===== src/rtl/flex_timer_pkg.sv =====
// Shared types for flex_timer and the serial blocks that drive its start/done/ack handshake.
package flex_timer_pkg;

  typedef enum logic [1:0] {
    IDLE = 2'd0,
    RUN  = 2'd1,
    DONE = 2'd2
  } timer_state_t;

  localparam logic MODE_ONESHOT  = 1'b0;
  localparam logic MODE_PERIODIC = 1'b1;

endpackage


===== src/rtl/flex_timer.sv =====
// Loadable down-counting timer with one-shot / periodic reload and a start/done/ack handshake.
module flex_timer
  import flex_timer_pkg::*;
#(
  parameter int NUM_CNT_BITS = 4
) (
  input  logic                    clk,
  input  logic                    rst,
  input  logic                    clear,
  input  logic                    start,
  input  logic                    mode,
  input  logic [NUM_CNT_BITS-1:0] load_val,
  input  logic                    count_enable,
  output logic [NUM_CNT_BITS-1:0] count_out,
  output logic                    expire_flag,
  output logic                    busy,
  output logic                    done,
  input  logic                    ack,
  output logic                    err_flag
);

  localparam logic [NUM_CNT_BITS-1:0] CNT_ONE = {{(NUM_CNT_BITS-1){1'b0}}, 1'b1};

  timer_state_t            state_q, state_d;
  logic [NUM_CNT_BITS-1:0] count_q, count_d;
  logic [NUM_CNT_BITS-1:0] period_q, period_d;
  logic                    mode_q, mode_d;
  logic                    expire_q, expire_d;
  logic                    err_q, err_d;
  logic                    busy_q, busy_d;
  logic                    done_q, done_d;

  // Next-state / datapath: rst handled in the register block, then clear > start > tick/ack.
  always_comb begin
    state_d  = state_q;
    count_d  = count_q;
    period_d = period_q;
    mode_d   = mode_q;
    expire_d = 1'b0;
    err_d    = 1'b0;

    if (clear) begin
      state_d = IDLE;
      count_d = '0;
    end else if (start) begin
      // A zero load is rejected in place; a valid start restarts from any state.
      if (load_val == '0) begin
        err_d = 1'b1;
      end else begin
        state_d  = RUN;
        count_d  = load_val;
        period_d = load_val;
        mode_d   = mode;
      end
    end else begin
      case (state_q)
        RUN: begin
          if (count_enable) begin
            if (count_q == CNT_ONE) begin
              expire_d = 1'b1;
              if (mode_q == MODE_PERIODIC) begin
                count_d = period_q;
              end else begin
                count_d = '0;
                state_d = DONE;
              end
            end else begin
              count_d = count_q - CNT_ONE;
            end
          end
        end
        DONE: begin
          if (ack) state_d = IDLE;
        end
        default: begin
          state_d = IDLE;
        end
      endcase
    end

    busy_d = (state_d == RUN);
    done_d = (state_d == DONE);
  end

  // Register block: every output comes straight from a flop.
  always_ff @(posedge clk) begin
    if (rst) begin
      state_q  <= IDLE;
      count_q  <= '0;
      period_q <= '0;
      mode_q   <= 1'b0;
      expire_q <= 1'b0;
      err_q    <= 1'b0;
      busy_q   <= 1'b0;
      done_q   <= 1'b0;
    end else begin
      state_q  <= state_d;
      count_q  <= count_d;
      period_q <= period_d;
      mode_q   <= mode_d;
      expire_q <= expire_d;
      err_q    <= err_d;
      busy_q   <= busy_d;
      done_q   <= done_d;
    end
  end

  assign count_out   = count_q;
  assign expire_flag = expire_q;
  assign err_flag    = err_q;
  assign busy        = busy_q;
  assign done        = done_q;

endmodule


===== config.mk =====
export PLATFORM = sky130hd
export DESIGN_NAME = flex_timer
export DESIGN_NICKNAME = d
export VERILOG_FILES = /design/src/rtl/flex_timer_pkg.sv /design/src/rtl/flex_timer.sv
export SDC_FILE = /design/constraint.sdc
export NUM_CORES = 1
export LEC_CHECK = 0
export ABC_AREA = 0
export CAP_MARGIN = 20
export CELL_PAD_IN_SITES_DETAIL_PLACEMENT = 1
export CELL_PAD_IN_SITES_GLOBAL_PLACEMENT = 1
export CORE_ASPECT_RATIO = 1.2
export CORE_UTILIZATION = 38
export DETAILED_ROUTE_END_ITERATION = 10
export GPL_ROUTABILITY_DRIVEN = 0
export PLACE_DENSITY_LB_ADDON = 0.1
export SKIP_CTS_REPAIR_TIMING = 1
export SLEW_MARGIN = 20
export SYNTH_ARGS = -nofsm -noshare
export SYNTH_HDL_FRONTEND = slang
export SYNTH_SLANG_ARGS = --single-unit

===== constraint.sdc =====
create_clock -name clk -period 5.1 [get_ports clk]
set_clock_uncertainty 0.05 [all_clocks]
set_input_delay 1.02 -clock clk [delete_from_list [all_inputs] [get_ports clk]]
set_output_delay 1.02 -clock clk [all_outputs]
set_load 0.02 [all_outputs]

==> impl_metrics.py <==
metrics = {
    "outcome": {
        "status": "finished with violations",
        "violations": "DRC",
    },
    "worst_hold_path": {
        "hp-start": "period_q[2]",
        "hold_depth": 2,
        "whs_endpoint": "period_q[2]",
        "min_path_type": "flip-flop to flip-flop",
    },
    "layout": {
        "stdcell_area_mm2": 0.00102,
        "layout.nets": 127,
        "area_delta_synth_final_pct": 28.6,
        "post_route_cells_drive_above_1_share_pct": 8.11,
        "instances_no_fill": 130,
        "n_fill_cell": 239,
        "n_antenna_cell": 0,
    },
    "global_route": {
        "grt_pass1_wl_mm": 3.37,
        "antenna_found_initial": 0,
        "grtUsageTotal_pct": 19.7,
        "grt_max_degree": 16,
        "grt_pass1_vias": 730,
        "grt_remaining_overflow": 0,
    },
    "cts": {
        "cts_buffer_depth": 2,
        "htree_levels": 1,
        "cts-root-buf": "clkbuf_4",
        "cts.sinks": 15,
        "cts_tree": "built",
        "cts.clk_slew.worst_paths_ns": 0.09,
        "clk_latency_ns": 0.28,
        "cts_buffers": 3,
    },
    "synthesis": {
        "synth-adder-area-share_pct": 6.32,
        "yosysWarningCount": 0,
        "netlist.area_leader.share_pct": 37.9,
        "synth-edff-count": 0,
        "synth_top_flop_cell": "dfxtp_1",
        "yosysUniqueCellTypes": 34,
        "synth_compound_gate_area_share_pct": 23.9,
        "yosys.area_share.simple_pct": 25.9,
        "synthArstFlopShare_pct": 0,
        "syn_area_um2": 792,
        "synthMuxAreaShare_pct": 2.53,
        "ys_ff_latch": 15,
        "synth_area_leaders": "dfxtp_1 (38%), ha_1 (6.3%), nor2_1 (5.2%), a21oi_1 (4.4%), nand2_1 (4.3%)",
        "synth_xor_area_share_pct": 1.11,
        "synthCells": 90,
        "synth_top_family_by_area": "simple AND/OR/NAND/NOR gates",
        "avgSynthCellArea_um2": 8.80,
        "yosysSeqAreaShare_pct": 37.9,
        "syn-num-nets": 105,
        "yosysTopAreaCell": "dfxtp_1",
    },
    "critical_path": {
        "regToRegEndpoint": "busy",
        "start_kind": "primary input",
        "crit_path_max_incr_delay_ns": 0.80,
        "critPathKind": "primary input to flip-flop",
        "ff2ff_setup_slack_ns": 3.23,
        "path_max_fanout": 15,
        "end_kind": "flip-flop",
        "worstSetupStartpoint": "start",
        "path_cells": "clkdlybuf4s50_1 > o41ai_2 > nor2_1 > mux2i_1 > nor2_1",
        "worstPathRequired_ns": 5.23,
        "r2r_cells": 5,
        "cp_common_cell": "nor2_1",
        "critPathSlowestCell": "clkdlybuf4s50_1",
        "crit_arrival_ns": 2.72,
        "reg2reg_from": "count_out[0]",
    },
    "die": {
        "num_rows": 17,
        "initial_utilization_pct": 41.8,
        "die_area_mm2": 0.00227,
        "pin_count": 19,
        "core_mm2": 0.00189,
        "fp.dieW_um": 43.7,
        "die_y_um": 52.0,
    },
    "sta": {
        "fmax_ghz": 0.385,
        "worst_slew_pin_slew_ns": 0.526,
        "hold_viol": 0,
        "setup_viol": 0,
        "grt_setup_unrepaired": "false",
        "min_period_over_period_pct": 50.9,
        "post-route-min-period_ns": 2.60,
        "timing.setup.tns_ns": 0,
        "finalMaxSlewViolations": 0,
        "relSlewSlack_pct": 64.8,
    },
    "place": {
        "place_area_um2": 992,
        "dp_hpwl_mm": 1.52,
        "io_buffers": 18,
        "placed_cells": 126,
    },
    "routing": {
        "ant_nets": 0,
        "drcViolationCount": 1,
        "dr.pass1.iters": 7,
        "drt_first_iter_violations": 8,
        "vias": 737,
        "wl_per_cell_um": 14.6,
        "drt-total-wl_mm": 1.90,
        "via_per_inst": 5.67,
    },
    "job": {
        "maxCapViolations": 0,
    },
    "power": {
        "p_leak_nw": 0.368,
        "p_per_area_mw_per_mm2": 232,
        "ir_worst_vdd_mv": 0.112,
    },
}
[worst max path at each step]
stage | to | depth (start not counted)
after floorplan | busy | 4
after global placement | busy | 5
after detailed placement | period_q[0] | 5
after CTS | period_q[0] | 5
after global routing | period_q[1] | 5
final | period_q[1] | 5
[final cells by class]
cell class	count	area, um^2	area share (%)
multi-input cells	70	473	46.4
repair buffers	18	180	17.7
inverters	4	15.0	1.47
well taps	19	23.8	2.33
clock buffers	4	26.3	2.58
flip-flops and latches	15	300	29.5
[cell families (layout without fill, tap and decap cells)]
| kind of cell | after synthesis | count (layout) |
|---|---|---|
| adder cells (fa/ha/maj) | 4 | 4 |
| AO/OA/AOI/OAI | 27 | 27 |
| XOR/XNOR | 1 | 1 |
| AND/OR/NAND/NOR | 36 | 36 |
| flip-flops | 15 | 15 |
| multiplexers | 2 | 2 |
| buffers and inverters | 5 | 26 |
[sequential cells by signal (all words and copies together) (netlist names)]
signal       cells
expire_flag      1
period_q         4
done             1
count_out        4
mode_q           1
state_q          2
err_flag         1
busy             1
[layer usage]
layer | track usage, % | wire, um | up-vias
li1 | - | - | 376
met1 | 26.9 | 986 | 339
met2 | 30.6 | 825 | 20
met3 | 3.13 | 67 | 2
met4 | 7.81 | 16 | 0
met5 | 0 | 0 | -
[metrics by stage]
step	hold WS, ns	power, mW	setup WS (ns)	util [%]
after global placement	0.426	0.171	2.28	52.4
after floorplan	0.393	0.151	2.92	-
after global routing	0.475	0.252	2.38	53.8
after detailed placement	0.431	0.172	2.23	52.4
final	0.439	0.237	2.50	53.8
after CTS	0.444	0.240	2.53	53.8
[synthesized netlist by cell type, drive strengths merged, types with 2 or more instances]
cell type	number
a21oi	7
nand2	9
o41ai	3
nand3	2
ha	4
mux2i	2
o21ai	6
and4b	2
a311oi	2
a31oi	2
inv	4
nor2	11
dfxtp	15
nor2b	3
[placed cells by master, fill, tap and decap left out, drive strengths merged]
cell,n
o41ai,3
o211ai,1
and4bb,1
a311oi,2
a31oi,2
dfxtp,15
ha,4
o31ai,1
clkbuf,4
a21oi,7
nor2,11
nand2,9
and3b,1
or4,1
mux2i,2
a211o,1
o31a,1
o21a,1
or2,1
or3,1
nand2b,1
o311ai,1
nor2b,3
nor3b,1
and4b,2
nor4,1
nor3,1
xor2,1
nand3,2
o21bai,1
o21ai,6
clkdlybuf4s50,18
inv,4
[report_power, final]
| part | leakage, nW | switching (mW) | internal, mW |
|---|---|---|---|
| Sequential | 0.122 | 0.00479 | 0.121 |
| Clock | 0.0150 | 0.0371 | 0.0303 |
| Combinational | 0.231 | 0.0219 | 0.0213 |
| Total | 0.368 | 0.0638 | 0.173 |
[critical path: cells and delay by family]
family / cells / cell delay, ns
and+or+nand+nor: 2 / 0.42
muxes: 1 / 0.25
AOI/OAI and AO/OA: 1 / 0.23
buffers and inverters: 1 / 0.80
No activity file was read; power rests on OpenSTA's default activity.
